--- config.mk ---
export PLATFORM = sky130hd
export DESIGN_NAME = pkt_framer
export DESIGN_NICKNAME = d
export VERILOG_FILES = /design/src/rtl/pkt_framer_pkg.sv /design/src/rtl/pf_gap_timer.sv /design/src/rtl/pkt_framer.sv
export SDC_FILE = /design/constraint.sdc
export NUM_CORES = 1
export LEC_CHECK = 0
export BUFFER_PORTS_ARGS = -buffer_cell sky130_fd_sc_hd__clkbuf_2
export CAP_MARGIN = 20
export CORE_UTILIZATION = 50
export DETAILED_ROUTE_END_ITERATION = 10
export HOLD_SLACK_MARGIN = 0.06
export PLACE_DENSITY_LB_ADDON = 0.2
export SYNTH_ARGS = -nofsm -noshare
export SYNTH_HDL_FRONTEND = slang
export SYNTH_HIERARCHICAL = 1
export SYNTH_SLANG_ARGS = --single-unit
--- constraint.sdc ---
create_clock -name i_clk -period 6.9 [get_ports i_clk]
set_clock_uncertainty 0.15 [all_clocks]
set_input_delay 0 -clock i_clk [delete_from_list [all_inputs] [get_ports i_clk]]
set_output_delay 0 -clock i_clk [all_outputs]
set_load 0.01 [all_outputs]
--- src/rtl/pkt_framer_pkg.sv ---
// Shared definitions for the packet framer and the downstream channel FSM:
// state encodings, default widths, header layout and beat-type flags.
package pkt_framer_pkg;

    localparam int unsigned PF_DATA_W      = 8;
    localparam int unsigned PF_LEN_W       = 4;
    localparam int unsigned PF_GAP_W       = 4;
    localparam int unsigned PF_FRAMES_W    = 16;
    // Header word carries the payload length starting at this bit.
    localparam int unsigned PF_HDR_LEN_LSB = 0;

    typedef enum logic [1:0] {
        PF_IDLE = 2'd0,
        PF_PAY  = 2'd1,
        PF_GAP  = 2'd2
    } pf_state_e;

    typedef struct packed {
        logic valid;
        logic head;
        logic tail;
    } pf_beat_t;

    function automatic pf_beat_t pf_beat(input logic head, input logic tail);
        pf_beat_t b;
        b.valid = 1'b1;
        b.head  = head;
        b.tail  = tail;
        return b;
    endfunction

endpackage

--- src/rtl/pf_gap_timer.sv ---
// Loadable down-counter that times the idle gap after each tail beat.
module pf_gap_timer
    import pkt_framer_pkg::*;
#(
    parameter int unsigned W = PF_GAP_W
) (
    input  logic         i_clk,
    input  logic         i_reset,
    input  logic         i_load,
    input  logic [W-1:0] i_load_val,
    input  logic         i_en,
    output logic         o_done_c
);

    logic [W-1:0] r_cnt;

    always_ff @(posedge i_clk or negedge i_reset) begin
        if (!i_reset) begin
            r_cnt <= '0;
        end else if (i_load) begin
            r_cnt <= i_load_val;
        end else if (i_en && (r_cnt != '0)) begin
            r_cnt <= r_cnt - W'(1);
        end
    end

    assign o_done_c = (r_cnt == '0);

endmodule

--- src/rtl/pkt_framer.sv ---
// Frames a length request plus payload words into head/data/tail beats,
// with an optional forced idle gap after each tail. i_reset is active-low.
module pkt_framer
    import pkt_framer_pkg::*;
#(
    parameter int unsigned DATA_W = PF_DATA_W,
    parameter int unsigned LEN_W  = PF_LEN_W,
    parameter int unsigned GAP    = 0
) (
    input  logic                   i_clk,
    input  logic                   i_reset,
    input  logic                   i_req_valid,
    input  logic [LEN_W-1:0]       i_req_len,
    output logic                   o_req_ready,
    input  logic                   i_din_valid,
    input  logic [DATA_W-1:0]      i_din,
    output logic                   o_din_ready,
    output logic                   o_valid,
    output logic                   o_head,
    output logic                   o_tail,
    output logic [DATA_W-1:0]      o_data,
    output logic                   o_drop,
    output logic [PF_FRAMES_W-1:0] o_frames_sent
);

    localparam logic [PF_GAP_W-1:0] GAP_LOAD = PF_GAP_W'((GAP > 0) ? (GAP - 1) : 0);

    pf_state_e               r_state, w_state_nxt;
    pf_beat_t                r_beat, w_beat_nxt;
    logic [DATA_W-1:0]       r_data, w_data_nxt;
    logic [LEN_W-1:0]        r_rem, w_rem_nxt;
    logic [PF_FRAMES_W-1:0]  r_frames_sent, w_frames_nxt;
    logic                    r_drop, w_drop_nxt;
    logic                    w_gap_load;
    logic                    w_gap_done;

    pf_gap_timer #(.W(PF_GAP_W)) u_gap_timer (
        .i_clk      (i_clk),
        .i_reset    (i_reset),
        .i_load     (w_gap_load),
        .i_load_val (GAP_LOAD),
        .i_en       (r_state == PF_GAP),
        .o_done_c   (w_gap_done)
    );

    always_ff @(posedge i_clk or negedge i_reset) begin
        if (!i_reset) begin
            r_state       <= PF_IDLE;
            r_beat        <= '0;
            r_data        <= '0;
            r_rem         <= '0;
            r_frames_sent <= '0;
            r_drop        <= 1'b0;
        end else begin
            r_state       <= w_state_nxt;
            r_beat        <= w_beat_nxt;
            r_data        <= w_data_nxt;
            r_rem         <= w_rem_nxt;
            r_frames_sent <= w_frames_nxt;
            r_drop        <= w_drop_nxt;
        end
    end

    // Header is registered on the request accept, so there is no separate HDR cycle.
    always_comb begin
        w_state_nxt  = r_state;
        w_beat_nxt   = '0;
        w_data_nxt   = r_data;
        w_rem_nxt    = r_rem;
        w_frames_nxt = r_frames_sent;
        w_drop_nxt   = 1'b0;
        w_gap_load   = 1'b0;
        case (r_state)
            PF_IDLE: begin
                if (i_req_valid) begin
                    if (i_req_len != '0) begin
                        w_rem_nxt   = i_req_len;
                        w_beat_nxt  = pf_beat(1'b1, 1'b0);
                        w_data_nxt  = DATA_W'(i_req_len) << PF_HDR_LEN_LSB;
                        w_state_nxt = PF_PAY;
                    end else begin
                        w_drop_nxt  = 1'b1;
                    end
                end
            end
            PF_PAY: begin
                if (i_din_valid) begin
                    w_data_nxt = i_din;
                    w_rem_nxt  = r_rem - LEN_W'(1);
                    if (r_rem == LEN_W'(1)) begin
                        w_beat_nxt   = pf_beat(1'b0, 1'b1);
                        w_frames_nxt = r_frames_sent + PF_FRAMES_W'(1);
                        w_gap_load   = 1'b1;
                        w_state_nxt  = (GAP > 0) ? PF_GAP : PF_IDLE;
                    end else begin
                        w_beat_nxt   = pf_beat(1'b0, 1'b0);
                    end
                end
            end
            PF_GAP: begin
                if (w_gap_done) begin
                    w_state_nxt = PF_IDLE;
                end
            end
            default: begin
                w_state_nxt = PF_IDLE;
            end
        endcase
    end

    assign o_req_ready   = (r_state == PF_IDLE);
    assign o_din_ready   = (r_state == PF_PAY);
    assign o_valid       = r_beat.valid;
    assign o_head        = r_beat.head;
    assign o_tail        = r_beat.tail;
    assign o_data        = r_data;
    assign o_drop        = r_drop;
    assign o_frames_sent = r_frames_sent;

endmodule

==> impl_summary.md, run 1 <==
CTS
After clock tree synthesis, the clock-pin slew on the worst setup and hold paths is approximately 0.12 ns. The deepest level of the CTS H-tree is 2. TritonCTS built the clock tree.

In this run, CTS created clock tree buffers numbering 5. After clock tree synthesis, the repair step resized 0 gates. The later pin in the worst-skew pair is clocked with a latency of 0.34 ns. The cell sitting at the root of the clock tree is a sky130_fd_sc_hd__clkbuf_4.

The longest clock path from root to sink contains 2 buffers. The clock drives 33 sinks.

STA
The final count of hold timing violations is 0. Of the available clock period, the critical path in the final layout requires 0.467. The total count of max-transition violations in the final report was 0. Setup repair after global routing left no endpoint under its margin. For this run, the top clock speed supported by timing is 0.311 GHz. The worst hold slack across all endpoints is about 0.12 ns.

The number of setup violations in the final report is 0. The normalized max-slew margin is 0.463. Adding up every negative setup slack in the final design gives 0 ns. The slew at the pin with the worst max-slew slack is approximately 0.81 ns. The clock period could shrink to 3.22 ns.

Finish
The most common cell after layout, fill and taps aside is sky130_fd_sc_hd__clkbuf_2. The number of non-filler instances in the completed layout is 249. The final net count is about 240. The number of antenna diodes in the final layout is 0. The synthesis-to-layout area growth is 39.1%. In the layout the commonest cells are sky130_fd_sc_hd__clkbuf_2 (45), sky130_fd_sc_hd__dfrtp_1 (33), sky130_fd_sc_hd__dlygate4sd3_1 (26), sky130_fd_sc_hd__nand2_1 (17), sky130_fd_sc_hd__nor2_1 (9). The fraction of layout instances using a drive strength above 1 is 0.257.

The final design utilization is 0.752.

Synthesis
Of the synthesized area, sequential elements account for 0.545. Yosys mapped a number of flops with a built-in enable equal to 0. The count of state elements after synthesis is 33. Yosys attributes the largest share of cell area to sky130_fd_sc_hd__dfrtp_1 (54%), sky130_fd_sc_hd__xor2_1 (4.6%), sky130_fd_sc_hd__nand2_1 (4.2%).

A synthesized cell averages 10.6 um2. Among all flip-flop cells after synthesis, the most frequent one is sky130_fd_sc_hd__dfrtp_1. The share of flip-flops with an asynchronous set or reset is 1.00. For this run, the number of Yosys warnings is 6.

The library cell occupying the most area in the post-synthesis netlist is sky130_fd_sc_hd__dfrtp_1. The synthesized netlist contains 32 unique library cells. The post-synth net total is 162. The fraction of synthesized cell area taken by the top area cell type is 0.545.

Counting every instance in the synthesized netlist gives 143. The area of the mapped netlist is 0.00152 mm2.

Placement
The final estimated routing congestion in global placement is between 0.7 and 0.8. The number of instances in the placed design is 215. After legalization and detailed placement, the total HPWL measured 2290 um. Buffers placed on the I/O ports in this run total 45.

Worst setup path
STA puts the critical path data required time at 6.99 ns. The peak per-stage delay on the critical path is 0.61 ns. For the worst setup path, the data arrival time is 3.31 ns. The sort of element at the start of the critical path is a primary input. Grouping stages by cell kind, the critical path spends the most delay in buffers and inverters.

The critical path is of the in -> reg type. STA classifies the critical path endpoint as a flip-flop. In this design, the critical path's most frequently occurring cell is sky130_fd_sc_hd__dlygate4sd3_1.

Walking the worst path, the cells encountered are dlygate4sd3_1, clkbuf_2, or4_1, nand3_1, inv_1, o32ai_1, dlygate4sd3_1, a21oi_1, dlygate4sd3_1. The largest fanout on the critical path is 11. The count of buffering cells on the critical path with inverters included is 5.

The library cell contributing the largest single delay on the critical path is sky130_fd_sc_hd__dlygate4sd3_1.

Job
The number of violations of the max-capacitance limit is 0.

Route
The first routing iteration left just under 70 violations. Detailed routing inserted a total of 1400 vias. Dividing the detail-routed via count by the number of cells gives 5.62. The final routed DRC violation total is 2. The number of nets still failing antenna checks after routing is 0. The first detailed-routing pass ran for 7 iterations. The post-detailed-routing wire length is 3960 um.

In the final routed layout, each cell accounts on average for roughly 16 um.

Power
The peak ir drop on the vdd network is 193 uV. The leakage power total is 1.06 nW. The power per standard cell area is about 260 mW/mm2.

Floorplanning
In this run the horizontal extent of the chip is 57.1 um. 46 I/O pins were placed. The area of the core region is 0.00281 mm2. The floorplan step set the die height to 57.1 um. The floorplan has 19 rows. The initial utilization of the core area, before any placement, comes to 0.541. The full die area is approximately 0.0033 mm2.

Global routing
The first global-routing pass estimated 6420 um of wire. The number of global-route vias before repair was 1413. For this run, the total global-route usage over all layers was measured as 0.264. The maximum number of pins on one net before global-route repair is 34. The number of antenna violations at the first check in global routing is 0.

The global-route congestion overflow total is 0.

Worst hold path
The path type of the worst min-delay path is in -> async.

Status
The run finished, with violations left. The final reports fail on DRC.
worst reg2reg max path, delay by kind of cell (launching register included):
kind / cells / cell delay [ns]
buffers and inverters: 4 / 1.63
AO/OA/AOI/OAI: 2 / 0.39
AND/OR/NAND/NOR: 1 / 0.25
flip-flops: 1 / 0.55
flip-flops by register name, summed over array words and instances (netlist names):
register / count
o_data: 8
o_drop: 1
o_frames_sent: 16
r_rem: 4
o_head: 1
o_tail: 1
r_state: 1
o_valid: 1
cells in the mapped netlist, drive strengths merged, types with 5 or more instances:
| master | number |
|---|---|
| xor2 | 8 |
| a21oi | 5 |
| inv | 6 |
| xnor2 | 8 |
| nor2 | 9 |
| dfrtp | 33 |
| o21ai | 8 |
| nand3 | 7 |
| nor3 | 6 |
| nand2 | 17 |
worst paths after layout:
| kind | start | to | slack (ns) | cells after the start |
|---|---|---|---|---|
| max in group asynchronous | i_reset | o_frames_sent[10]$_DFFE_PN0P_ | 5.96 | 2 |
| setup / recovery | i_req_len[0] | o_data[1]$_DFFE_PN0P_ | 3.68 | 9 |
| min in group i_clk | i_din[6] | o_data[6]$_DFFE_PN0P_ | 0.27 | 4 |
| setup reg to reg | r_state[0]$_DFFE_PN0P_ | o_data[1]$_DFFE_PN0P_ | 3.82 | 7 |
| hold reg to reg | o_frames_sent[3]$_DFFE_PN0P_ | o_frames_sent[3]$_DFFE_PN0P_ | 0.35 | 1 |
| hold / removal | i_reset | o_data[4]$_DFFE_PN0P_ | 0.12 | 2 |
stage by stage:
stage	cell area [um2]	setup slack (ns)	power, mW
after detailed placement	1760	4.35	0.362
final	2110	3.68	0.541
after floorplan	1520	4.53	0.317
after global placement	1760	4.40	0.354
after CTS	2110	3.87	0.537
after global routing	2110	3.58	0.570
per-layer routing:
metal,global-route usage,part of all wire,vias up
met1,0.291,0.39,666
li1,-,-,653
met5,0,0,-
met2,0.464,0.52,66
met4,0.125,0.026,0
met3,0.0839,0.057,15
area by class of cell:
type / instances / area, um2
Clock inverter: 1 / 30.0
Tap cell: 31 / 38.8
Inverter: 6 / 22.5
Sequential cell: 33 / 826
Fill cell: 206 / 696
Clock buffer: 7 / 55.1
Multi-Input combinational cell: 100 / 652
Timing Repair Buffer: 71 / 485
cell families (layout without fill, tap and decap cells):
kind of cell | count (synthesis) | after routing | share of synthesized area
compound gates | 23 | 23 | 0.0974
xor+xnor | 16 | 16 | 0.0974
fa+ha+maj | 3 | 3 | 0.0248
buf+inv | 10 | 85 | 0.0256
flops | 33 | 33 | 0.545
mux | 4 | 4 | 0.0281
simple gates | 54 | 54 | 0.182
power by group:
part	leakage, nW	internal, mW	switching, mW
clock	0.0455	0.0865	0.0654
combinational	0.588	0.0717	0.0694
sequential	0.422	0.220	0.0279
what timing repair did:
item,4_1_cts,5_1_grt
buffers inserted,0,0
hold endpoints to repair,49,0
setup endpoints to repair,0,0
hold buffers,26,0
No activity file was read; power rests on OpenSTA's default activity.
==> inputs of run 2 (changes only) <==
clock period = 3.2 ns   (was 6.9 ns; I/O delays follow)
==> run 2 against run 1 <==
  * The flow still finishes with violations (DRC)
  * Cell count stayed put
  * Clock-buffer cell count stayed put
  * Non-clock buffer count stayed put
  * Flip-flop and latch count stayed put
  * Combinational power is 120% higher
  * Sequential power is 120% higher
  * Register-to-register slack worse by 3.5 ns
  * Global-route usage hardly changed
  * Critical path type unchanged
  * Highest routed layer unchanged
==> impl_summary.md, run 2 (synthesis results as in run 1) <==
Finish
The combined area of the multi-input logic cells is approximately 660 um2. The library cells used most frequently in the layout, excluding fill and tap cells, are sky130_fd_sc_hd__clkbuf_2 (45), sky130_fd_sc_hd__dfrtp_1 (33), sky130_fd_sc_hd__dlygate4sd3_1 (26), sky130_fd_sc_hd__nand2_1 (17), sky130_fd_sc_hd__nor2_1 (9). The number of antenna diodes is 0. Once layout is complete, the utilization of the core stands at 0.754. Of the cells placed in the final design, the portion with a size suffix greater than 1 is 0.266. For this run, the post-layout net count is about 240. The sequential cells in the finished layout cover a total of 826 um2.

The most common cell after layout, fill and taps aside is sky130_fd_sc_hd__clkbuf_2. From synthesis to final layout, the design area changed by 39.4%. The number of non-filler instances in the completed layout is between 200 and 250. The number of flip-flops in the largest register is 16. The count of fill cells added during filler insertion is ~200.

Power
Cell internal power was estimated by the tool at 0.816 mW. For this design the static power due to leakage is 1.05 nW. The share of total power dissipated in combinational logic is 0.261.

Of the total power, registers draw 0.459. The switching share of power is 0.300. The proportion of power drawn by the clock network is 0.280. Summed over all nets, the switching power comes to ~0.35 mW.

The power per standard cell area is roughly 550 mW/mm2. The peak ir drop on the vdd network is ~410 uV.

STA
The final count of hold timing violations is 0. After layout, the worst setup slack is 0.177 ns. Setup violations remaining at the end of the flow were counted as 0. The total negative slack for setup checks is 0 ns. Setup repair after global routing left no endpoint under its margin. The total count of max-transition violations in the final report is 0. The final cycle utilization of the critical path is 0.945. Hold is met by between 0.1 and 0.15 ns. The slew at the pin with the worst max-slew slack is between 0.8 and 0.9 ns. The time the final worst path needs with I/O delays and setup is between 3 and 4 ns. Static timing analysis puts the maximum clock frequency at between 0.3 and 0.4 GHz. The normalized max-slew margin is 0.463.

Floorplanning
Row generation in the floorplan step produced 19 rows. The full die area is 0.00326 mm2. The floorplan step set the die width to 57.1 um. The number of placed I/O pins is 46. The area of the core region is between 0.002 and 0.003 mm2. From bottom edge to top edge, the die measures 57.1 um. The starting density of the core is 0.541.

Worst setup path
The sort of element at the start of the critical path is a primary input. The endpoint type of the worst setup path is a flip-flop. Of all nets on the critical path, the largest fanout is 11. The worst setup path is of the in -> reg kind. The critical path data arrival time is 3.11 ns. The worst endpoint required time is 3.28 ns.

Route
The number of DRC violations after detailed-routing iteration 0 is 79. The total via count in the routed design is 1419. The number of nets still failing antenna checks after routing is 0. The first detailed-routing pass ran for 8 iterations.

The routed length per instance is around 16 um. For this run, design rule violations remaining after detail routing come to 2. Dividing the detail-routed via count by the number of cells gives around 5.7.

The post-detailed-routing wire length is 4000 um.

CTS
The number of CTS-inserted buffers is 5. The deepest level of the CTS H-tree is 2. TritonCTS built the clock tree. The clock transition at the register clock pins on the worst setup and hold paths after CTS is 0.11 ns. The total clock sinks is 33. The clock root buffer master is sky130_fd_sc_hd__clkbuf_4. The maximum buffer depth of the clock tree is 2.

For the worst-skew pair, the clock arrives at the later sink with an insertion delay of 0.34 ns.

Job
Across the run, the number of max-cap violations was 0.

Worst hold path
The min-delay analysis places its worst path in the category in -> async.

Global routing
The number of global-route vias before repair was 1413. The maximum number of pins on one net before global-route repair is 34. Across every metal layer, demand over resource in global routing totals 0.265.

The global-route wire length before repair is around 6400 um. The number of antenna violations at the first check in global routing is 0. The global-route congestion overflow total is 0.

Placement
The number of port buffers is 45. The half-perimeter wire length after placement is around 2300 um. Timing analysis after detailed placement gives a worst setup slack of 0.646 ns. The final estimated routing congestion in global placement is roughly 0.79. Including well taps, the total number of placed cells is 215.

Status
The run finished, with violations left. The final reports fail on DRC.
run 2: cell count changes in the layout (fill, tap and decap cells not counted):
cell / before / now
sky130_fd_sc_hd__inv_1: 6 / 5
sky130_fd_sc_hd__nand3_1: 7 / 6
sky130_fd_sc_hd__inv_2: 0 / 1
sky130_fd_sc_hd__nand3_2: 0 / 1
run 2: metrics by stage:
stage                     cell area (um2)  power (mW)
after global placement               1760       0.763
after floorplan                      1520       0.684
after global routing                 2110        1.23
final                                2110        1.17
after detailed placement             1760       0.781
after CTS                            2110        1.16
run 2: worst max-delay path, stage by stage:
cell                            delay [ns]
sky130_fd_sc_hd__dlygate4sd3_1        0.55
sky130_fd_sc_hd__clkbuf_2             0.15
sky130_fd_sc_hd__or4_1                0.58
sky130_fd_sc_hd__nand3_2              0.17
sky130_fd_sc_hd__inv_2                0.12
sky130_fd_sc_hd__o32ai_1              0.30
sky130_fd_sc_hd__dlygate4sd3_1        0.61
sky130_fd_sc_hd__a21oi_1              0.04
sky130_fd_sc_hd__dlygate4sd3_1        0.57
run 2: routing by layer:
metal | track usage | share of wire | vias up
met1 | 0.292 | 0.39 | 683
li1 | - | - | 656
met3 | 0.0839 | 0.061 | 17
met2 | 0.464 | 0.51 | 63
met5 | 0 | 0 | -
met4 | 0.125 | 0.037 | 0
run 2: final timing paths:
path,slack (ns),from,to,cells after the start
setup / recovery,0.18,i_req_len[0],o_data[1]$_DFFE_PN0P_,9
hold reg to reg,0.35,o_frames_sent[3]$_DFFE_PN0P_,o_frames_sent[3]$_DFFE_PN0P_,1
setup reg to reg,0.34,r_state[0]$_DFFE_PN0P_,o_data[1]$_DFFE_PN0P_,7
max in group asynchronous,2.26,i_reset,o_frames_sent[4]$_DFFE_PN0P_,2
min in group i_clk,0.27,i_din[6],o_data[6]$_DFFE_PN0P_,4
hold / removal,0.13,i_reset,o_data[4]$_DFFE_PN0P_,2
run 2: cell type report:
cell class              instances  share of cell area
clock buffers                   7              0.0260
clock inverters                 1              0.0142
inverters                       6              0.0107
multi-input cells             100               0.311
flip-flops and latches         33               0.391
well taps                      31              0.0183
repair buffers                 71               0.230
run 2: repair_timing:
action	4_1_cts	5_1_grt
resized for setup	0	2
setup endpoints to repair	0	3
buffers inserted	0	0
hold endpoints to repair	49	0
hold buffers	26	0
run 2: power groups by stage:
stage	clock, mW	sequential (mW)	combinational [mW]
after global placement	0	0.536	0.227
after global routing	0.349	0.546	0.334
final	0.326	0.535	0.304
after detailed placement	0	0.541	0.239
after CTS	0.332	0.533	0.293
after floorplan	0	0.547	0.137
